===== config.mk =====
export PLATFORM = sky130hd
export DESIGN_NAME = ram_arbiter_flat
export DESIGN_NICKNAME = d
export VERILOG_FILES = /design/src/rtl/bus_pkg.sv /design/src/rtl/ram_arbiter_if.sv /design/src/rtl/arb_pick.sv /design/src/rtl/ram_arbiter.sv /design/src/flat_wrapper.sv
export SDC_FILE = /design/constraint.sdc
export NUM_CORES = 1
export LEC_CHECK = 0
export ABC_AREA = 1
export CAP_MARGIN = 20
export CORE_ASPECT_RATIO = 0.7
export CORE_UTILIZATION = 27
export CTS_CLUSTER_DIAMETER = 100
export DETAILED_ROUTE_END_ITERATION = 12
export HOLD_SLACK_MARGIN = 0.03
export SLEW_MARGIN = 20
export SYNTH_ARGS = -nofsm -noshare
export SYNTH_HDL_FRONTEND = slang
export SYNTH_SLANG_ARGS = --single-unit

===== constraint.sdc =====
create_clock -name clk -period 1.8 [get_ports clk]
set_clock_uncertainty 0.05 [all_clocks]
set_input_delay 0.36 -clock clk [delete_from_list [all_inputs] [get_ports clk]]
set_output_delay 0.36 -clock clk [all_outputs]
set_load 0.005 [all_outputs]

===== src/rtl/bus_pkg.sv =====
// Shared bus encodings: owner codes and arbiter FSM states.
// Also used by the bus controller.
package bus_pkg;
   typedef enum logic [1:0] {
      OWN_NONE = 2'd0,
      OWN_M68  = 2'd1,
      OWN_Z80  = 2'd2,
      OWN_VDP  = 2'd3
   } owner_e;

   typedef enum logic [1:0] {
      ST_IDLE    = 2'd0,
      ST_GRANT   = 2'd1,
      ST_RELEASE = 2'd2
   } state_e;

   // Encoding of the round-robin memory bit (which CPU was granted last)
   localparam logic LAST_M68 = 1'b0;
   localparam logic LAST_Z80 = 1'b1;
endpackage


===== src/rtl/ram_arbiter_if.sv =====
// Request/grant bundle between the three bus masters and the RAM arbiter.
interface ram_arbiter_if;
   logic       vdp_req;
   logic       m68_req;
   logic       z80_req;
   logic       vdp_done;
   logic       m68_done;
   logic       z80_done;
   logic       vdp_gnt;
   logic       m68_gnt;
   logic       z80_gnt;
   logic [1:0] owner;
   logic       busy;
   logic       timeout_err;

   modport master (
      output vdp_req, m68_req, z80_req, vdp_done, m68_done, z80_done,
      input  vdp_gnt, m68_gnt, z80_gnt, owner, busy, timeout_err
   );

   modport slave (
      input  vdp_req, m68_req, z80_req, vdp_done, m68_done, z80_done,
      output vdp_gnt, m68_gnt, z80_gnt, owner, busy, timeout_err
   );
endinterface


===== src/rtl/arb_pick.sv =====
// Combinational winner selection: VDP fixed priority, M68/Z80 round-robin.
module arb_pick
   import bus_pkg::*;
(
   input  logic [2:0] i_req,       // {vdp, z80, m68}
   input  logic       i_last_cpu,
   output owner_e     o_owner
);

   always_comb begin
      o_owner = OWN_NONE;
      if (i_req[2]) begin
         o_owner = OWN_VDP;
      end else if (i_req[1] && i_req[0]) begin
         // On a tie the CPU that was not served last wins
         o_owner = (i_last_cpu == LAST_Z80) ? OWN_M68 : OWN_Z80;
      end else if (i_req[0]) begin
         o_owner = OWN_M68;
      end else if (i_req[1]) begin
         o_owner = OWN_Z80;
      end
   end

endmodule


===== src/rtl/ram_arbiter.sv =====
// Three-master RAM arbiter: IDLE -> GRANT -> RELEASE with hold timeout.
// All outputs are flops fed from next-state values.
module ram_arbiter
   import bus_pkg::*;
#(
   parameter int TIMEOUT_CYCLES = 255,
   parameter int CNT_W          = 8
) (
   input  logic          clk,
   input  logic          rst_n,
   ram_arbiter_if.slave  bus
);

   state_e             r_state, w_state_nxt;
   owner_e             r_owner, w_owner_nxt, w_pick;
   logic [CNT_W-1:0]   r_cnt, w_cnt_nxt;
   logic               r_last_cpu, w_last_nxt;
   logic               r_tmo, w_tmo_nxt;
   logic               r_vdp_gnt, r_m68_gnt, r_z80_gnt, r_busy;
   logic [2:0]         w_req;
   logic               w_own_req, w_own_done, w_hit_tmo;

   assign w_req     = {bus.vdp_req, bus.z80_req, bus.m68_req};
   assign w_hit_tmo = (r_cnt == CNT_W'(TIMEOUT_CYCLES - 1));

   arb_pick u_pick (
      .i_req      (w_req),
      .i_last_cpu (r_last_cpu),
      .o_owner    (w_pick)
   );

   // Only the current owner's req/done are observed
   always_comb begin
      w_own_req  = 1'b0;
      w_own_done = 1'b0;
      case (r_owner)
         OWN_M68: begin w_own_req = bus.m68_req; w_own_done = bus.m68_done; end
         OWN_Z80: begin w_own_req = bus.z80_req; w_own_done = bus.z80_done; end
         OWN_VDP: begin w_own_req = bus.vdp_req; w_own_done = bus.vdp_done; end
         default: begin w_own_req = 1'b0;        w_own_done = 1'b0;         end
      endcase
   end

   always_comb begin
      w_state_nxt = r_state;
      w_owner_nxt = r_owner;
      w_cnt_nxt   = r_cnt;
      w_last_nxt  = r_last_cpu;
      w_tmo_nxt   = 1'b0;
      case (r_state)
         ST_IDLE: begin
            w_owner_nxt = w_pick;
            if (w_pick != OWN_NONE) begin
               w_state_nxt = ST_GRANT;
               w_cnt_nxt   = '0;
               if (w_pick == OWN_M68) w_last_nxt = LAST_M68;
               if (w_pick == OWN_Z80) w_last_nxt = LAST_Z80;
            end
         end
         ST_GRANT: begin
            if (w_own_done || !w_own_req || w_hit_tmo) begin
               w_state_nxt = ST_RELEASE;
               w_owner_nxt = OWN_NONE;
               // Error only when the timeout alone forced the release
               w_tmo_nxt   = w_hit_tmo && !w_own_done && w_own_req;
            end else if (r_cnt != '1) begin
               w_cnt_nxt = r_cnt + 1'b1;
            end
         end
         ST_RELEASE: begin
            w_state_nxt = ST_IDLE;
            w_owner_nxt = OWN_NONE;
         end
         default: begin
            w_state_nxt = ST_IDLE;
            w_owner_nxt = OWN_NONE;
         end
      endcase
   end

   always_ff @(posedge clk) begin
      if (!rst_n) begin
         r_state    <= ST_IDLE;
         r_owner    <= OWN_NONE;
         r_cnt      <= '0;
         r_last_cpu <= LAST_Z80;
         r_tmo      <= 1'b0;
         r_vdp_gnt  <= 1'b0;
         r_m68_gnt  <= 1'b0;
         r_z80_gnt  <= 1'b0;
         r_busy     <= 1'b0;
      end else begin
         r_state    <= w_state_nxt;
         r_owner    <= w_owner_nxt;
         r_cnt      <= w_cnt_nxt;
         r_last_cpu <= w_last_nxt;
         r_tmo      <= w_tmo_nxt;
         r_vdp_gnt  <= (w_owner_nxt == OWN_VDP);
         r_m68_gnt  <= (w_owner_nxt == OWN_M68);
         r_z80_gnt  <= (w_owner_nxt == OWN_Z80);
         r_busy     <= (w_state_nxt != ST_IDLE);
      end
   end

   assign bus.vdp_gnt     = r_vdp_gnt;
   assign bus.m68_gnt     = r_m68_gnt;
   assign bus.z80_gnt     = r_z80_gnt;
   assign bus.owner       = r_owner;
   assign bus.busy        = r_busy;
   assign bus.timeout_err = r_tmo;

endmodule


===== src/flat_wrapper.sv =====
// flat-port wrapper written by rule: the top's interface ports become plain ports
module ram_arbiter_flat import bus_pkg::*;
#(
   parameter int TIMEOUT_CYCLES = 255,
   parameter int CNT_W          = 8
)
  (clk, rst_n, bus_vdp_req, bus_m68_req, bus_z80_req, bus_vdp_done, bus_m68_done, bus_z80_done, bus_vdp_gnt, bus_m68_gnt, bus_z80_gnt, bus_owner, bus_busy, bus_timeout_err);
  ram_arbiter_if bus_i ();
  input  logic clk;
  input  logic rst_n;
  input wire logic [$bits(bus_i.vdp_req)-1:0] bus_vdp_req;
  input wire logic [$bits(bus_i.m68_req)-1:0] bus_m68_req;
  input wire logic [$bits(bus_i.z80_req)-1:0] bus_z80_req;
  input wire logic [$bits(bus_i.vdp_done)-1:0] bus_vdp_done;
  input wire logic [$bits(bus_i.m68_done)-1:0] bus_m68_done;
  input wire logic [$bits(bus_i.z80_done)-1:0] bus_z80_done;
  output wire logic [$bits(bus_i.vdp_gnt)-1:0] bus_vdp_gnt;
  output wire logic [$bits(bus_i.m68_gnt)-1:0] bus_m68_gnt;
  output wire logic [$bits(bus_i.z80_gnt)-1:0] bus_z80_gnt;
  output wire logic [$bits(bus_i.owner)-1:0] bus_owner;
  output wire logic [$bits(bus_i.busy)-1:0] bus_busy;
  output wire logic [$bits(bus_i.timeout_err)-1:0] bus_timeout_err;
  assign bus_i.vdp_req = bus_vdp_req;
  assign bus_i.m68_req = bus_m68_req;
  assign bus_i.z80_req = bus_z80_req;
  assign bus_i.vdp_done = bus_vdp_done;
  assign bus_i.m68_done = bus_m68_done;
  assign bus_i.z80_done = bus_z80_done;
  assign bus_vdp_gnt = bus_i.vdp_gnt;
  assign bus_m68_gnt = bus_i.m68_gnt;
  assign bus_z80_gnt = bus_i.z80_gnt;
  assign bus_owner = bus_i.owner;
  assign bus_busy = bus_i.busy;
  assign bus_timeout_err = bus_i.timeout_err;
  ram_arbiter #(.TIMEOUT_CYCLES(TIMEOUT_CYCLES), .CNT_W(CNT_W)) u_core (.clk(clk), .rst_n(rst_n), .bus(bus_i));
endmodule

### Word-level counts from Yosys, hierarchy flattened

Index checks and enable logic that the tools add are counted.

* register bits: 18
* input port bits: 8
* word-level logic and storage cells: 57
* output and inout port bits: 7

* reductions and logical operators: 15
* $add $sub $neg: 1
* equality and inequality tests: 14
* mux-type cells: 18

Operator list (number)
* 8-bit 2-to-1 mux: 3
* 2-bit 2-to-1 mux: 8
* 8-bit one-hot mux with 2 select lines: 1
* 2-bit equality test (second input constant): 5
* 8-bit by 1-bit adder with 8-bit output (second input constant): 1
* 2-bit by 1-bit equality test with 1-bit output (second input constant): 4
* 8-bit equality test (second input constant): 1
* 8-bit != test (second input constant): 1
* 2-bit one-hot mux with 2 select lines: 2
* 2-bit nonzero test: 4
* 1-bit one-hot mux with 3 select lines: 2
* 3-bit AND reduction: 2
* 2-bit by 1-bit != test with 1-bit output (second input constant): 2
* 4-bit AND reduction: 1
* 1-bit logical AND: 3
* 1-bit logical NOT: 2
* 2-bit logical NOT: 1
* 1-bit logical OR: 2
* 1-bit 2-to-1 mux: 2
* 2-bit != test (second input constant): 1

### Longest topological paths before layout

* depth in word-level cells: 8
* gate-level depth with buffers: 11
* gate-level depth less buffers: 11

### By module

A second synthesis with hierarchy kept.

* cell total of the unflattened synthesis: 153
* area total of the unflattened synthesis: 1034.7 um^2

Modules (own cells, without submodules)
* ram_arbiter: seq. area each 360.3 um^2, cells each 145, area each 1003.5 um^2, instances 1
* arb_pick: seq. area each 0.0 um^2, cells each 8, area each 31.3 um^2, instances 1

### Least setup slack after synthesis

No wires, ideal clock.

* path kind: input port to flip-flop
* start: input bus_m68_req
* end: register u_core.r_cnt[3]
* buffers on the path: 1
* library setup time: 0.070 ns
* path slack: 0.236 ns
* required time: 1.680 ns
* arrival time: 1.444 ns
* stages on the path: 7
* cells stage by stage: nand3_1 and2_1 ha_1 o21ai_2 clkbuf_4 nand3_1 a21oi_1

* cells in the longest elaborated chain, start to end: 6
* elaborated cells on any way between the ends: 12
* those cells by class: 2 x eq/ne; 4 x mux; 6 x reduce/logical

RTL lines
* start: declaration: RTL line flat_wrapper.sv:12 `input wire logic [$bits(bus_i.m68_req)-1:0] bus_m68_req;`
* 2-bit 2-to-1 mux (tied with other cells): RTL line arb_pick.sv:17 `end else if (i_req[0]) begin`
* 2-bit 2-to-1 mux / 1-bit logical NOT (equally long branches): RTL line arb_pick.sv:14, ram_arbiter.sv:61
* 2-bit 2-to-1 mux / 1-bit logical OR (equally long branches): RTL line arb_pick.sv:12, ram_arbiter.sv:61
* 2-bit nonzero test / 1-bit logical OR (equally long branches): RTL line ram_arbiter.sv:53, ram_arbiter.sv:61
* 2-bit by 1-bit != test with 1-bit output (no source line) / 2-bit != test (equally long branches)
* 4-bit AND reduction (no source line) *
* end signal: assignment: RTL line ram_arbiter.sv:95 `r_cnt <= w_cnt_nxt;`
* end: declaration: RTL line ram_arbiter.sv:16 `logic [CNT_W-1:0] r_cnt, w_cnt_nxt;`

Mark *: on every way between the ends. The rest lies on a longest branch, timed or not.
A chain may end at the register's enable or synchronous reset.

### Worst setup path after layout

* start: register u_core.r_owner[0], in the netlist u_core.bus.owner[0]
* end: output bus_owner[0]

RTL lines
* start: declaration: RTL line ram_arbiter.sv:15 `owner_e r_owner, w_owner_nxt, w_pick;`
* start signal: assignment: RTL line ram_arbiter.sv:94 `r_owner <= w_owner_nxt;`
* end: declaration: RTL line flat_wrapper.sv:20 `output wire logic [$bits(bus_i.owner)-1:0] bus_owner;`

No word-level cell between the ends.

==> metrics.cfg <==
[run_status]
outcome=complete, no violations

[critical_path]
ff2ff_setup_slack_ns=0.22
critPathSlowestCell=clkdlybuf4s50_1
end_kind=output pin
path_depth=1
rr_endpoint=u_core.r_cnt[7]
path_max_fanout=5
required_ns=1.39
crit_path_cell_trace=clkdlybuf4s50_1
critical_path_class=reg -> out
crit_buf_inv=1
cp-start-kind=flop
slowest_delay_ns=0.53
cp-endpoint=bus_owner[0]
rr_worst_depth=8
timing.critical_path.from=u_core.bus.owner[0]
critPathTopFamily=buffers and inverters
critPathArrivalTime_ns=1.19
worstReg2RegStart=u_core.r_cnt[1]

[pwr]
p_leak_nw=0.651
clock_power_share_pct=26.7
pwr_density_cell_mw_per_mm2=771
p_comb_share_pct=27.8
p_int_mw=0.725
swShare_pct=31.6
p_seq_share_pct=45.5
vdd.ir_drop.worst_uv=494
netSwitchingPower_mw=0.335
total_power_mw=1.06

[logic_synthesis]
synthCells=156
async_flop_share_pct=0
yosysWarnings=0
syn_nets=168
ys_top_cells_by_area=dfxtp_1, nand2_1, nand3_1, inv_1, nor2_1
yosysSeqAreaShare_pct=34.3
netlist.area_leader.share_pct=34.3
yosys.area.top_type=dfxtp_1
ys_top_cells_by_count=nand2_1, inv_1, nand3_1
synth_edf_count=0
synth_most_common_cell=nand2_1
synth-seq-cells=18
netlist_area_sq_mm=0.00105
ys_types=25
postSynthAreaPerCell_sq_um=6.73
yosys_most_used_dff=dfxtp_1

[routing]
vias_per_cell=4.23
antenna_left=0
wl_mm=2.32
drc=0
dr.pass1.iters=4
vias=969
wl_per_cell_um=10.1
drt-initial-drc-count=46

[sta]
relSlewSlack_pct=79.5
worst_pin_slew_ns=0.307
finalCritPeriodShare_pct=88.8
max_freq_mhz=625
slew_viol_final=0
holdWs_ns=0.439
setup_violations=0
period_needed_ns=1.60
tns_ns=0
setup_ws_ns=0.201
finalHoldViolCount=0
rsz0062_at_grt=no

[worst_hold_path]
hold_class=reg -> reg

[cells_and_area]
final_cells=229
fin_nets=193
area_growth_pct=31.0
final_area_sq_mm=0.00138
fill_cells=363
fin_util_pct=37.9
diodes=0
drive_gt1_share_pct=17.3

[floorplan]
pin_count=15
rows=18
coreArea_sq_mm=0.00363
initial_core_util_pct=29.0
die_area_sq_mm=0.00415
die_y_um=54.2
die_w_um=76.5

[clock_network]
cts_buffers=3
cts_tree=built
clk_latency_ns=0.25
htree_levels=1
clk_path_buf_depth=2
clockRootBuffer=clkbuf_8
post_cts_buffers=0
clkSlewWorstSetupHoldPaths_ns=0.07
cts_sinks=18

[global_route]
overflow=0
grt_start_max_net_pins=14
grt_pass1_wl_mm=3.82
grt_pass1_vias=825
antenna_found_initial=0
grtUsageTotal_pct=12.4

[placed_design]
place_area_sq_mm=0.00129
dp_slack_ns=-0.343
place.gp.congestion=0.790
place.port_buffers=14
numPlacedInstances=226
dp_hpwl_mm=1.72

[run]
maxCapViolations=0

routing by layer:
metal | vias to the layer above | routed length, um | track usage, % | part of all wire [%]
met5 | - | 0 | 0 | 0
met4 | 0 | 28 | 4.81 | 1.2
met3 | 2 | 81 | 3.56 | 3.5
met2 | 15 | 841 | 16.1 | 36
met1 | 415 | 1370 | 18.4 | 59
li1 | 537 | - | - | -
flip-flops by register name, indices dropped and copies added, names as in the netlist:
| register | flops |
|---|---|
| u_core.bus.busy | 1 |
| u_core.bus.m68_gnt | 1 |
| u_core.bus.owner | 2 |
| u_core.bus.timeout_err | 1 |
| u_core.bus.vdp_gnt | 1 |
| u_core.bus.z80_gnt | 1 |
| u_core.r_cnt | 8 |
| u_core.r_last_cpu | 1 |
| u_core.r_state | 2 |
worst min-delay path by stage:
| stage | startpoint | end | slack (ns) | cells past startpoint |
|---|---|---|---|---|
| after floorplan | u_core.r_last_cpu | u_core.r_last_cpu | 0.38 | 2 |
| after global placement | u_core.r_last_cpu | u_core.r_last_cpu | 0.41 | 2 |
| after detailed placement | u_core.r_last_cpu | u_core.r_last_cpu | 0.40 | 2 |
| after CTS | u_core.r_last_cpu | u_core.r_last_cpu | 0.42 | 2 |
| after global routing | u_core.r_last_cpu | u_core.r_last_cpu | 0.47 | 2 |
| final | u_core.r_last_cpu | u_core.r_last_cpu | 0.44 | 2 |
kinds of logic (layout without fill, tap and decap cells):
kind of cell	Yosys count	count (layout)	synth area share, %
flops	18	18	34.3
buf+inv	28	51	12.0
simple gates	92	92	41.0
compound gates	13	13	7.03
xor+xnor	1	1	0.834
fa+ha+maj	4	4	4.77
power by group through the flow:
stage	combinational (mW)	clock, mW	sequential, mW
3_3_place_gp	0.277	0	0.489
4_1_cts	0.286	0.295	0.480
3_5_place_dp	0.277	0	0.487
5_1_grt	0.331	0.317	0.487
2_1_floorplan	0.183	0	0.480
6_report	0.295	0.283	0.482
final cells by class:
| cell class | count | area (sq um) | area share, % |
|---|---|---|---|
| sequential | 18 | 360 | 26.2 |
| tap | 50 | 62.6 | 4.55 |
| clock buffer | 3 | 41.3 | 3.00 |
| multi-input combinational | 110 | 598 | 43.5 |
| inverter | 25 | 93.8 | 6.82 |
| timing repair buffer | 23 | 219 | 15.9 |
cells in the final DEF, fill, tap and decap left out, drive strengths merged:
| master | Yosys | final |
|---|---|---|
| nand2 | 42 | 42 |
| inv | 24 | 24 |
| nand3 | 23 | 23 |
| nor2 | 19 | 19 |
| dfxtp | 18 | 18 |
| clkdlybuf4s50 | 0 | 11 |
| a21oi | 10 | 10 |
| buf | 1 | 9 |
| ha | 4 | 4 |
| clkbuf | 2 | 3 |
| nor3b | 2 | 2 |
| dlymetal6s2s | 0 | 2 |
| nand4 | 2 | 2 |
| and2 | 1 | 1 |
| nand3b | 1 | 1 |
| o21ai | 1 | 1 |
| xor2 | 1 | 1 |
| clkinv | 1 | 1 |
| or2 | 1 | 1 |
| a21boi | 1 | 1 |
| a21o | 1 | 1 |
| nor3 | 1 | 1 |
| dlygate4sd2 | 0 | 1 |
timing repair:
item	in CTS	in global routing
endpoints found under the setup margin	10	16
pin swaps	1	3
gates resized for setup	5	11
endpoints found under the hold margin	0	0
hold buffers	0	0
(Power assumes the default switching activity.)
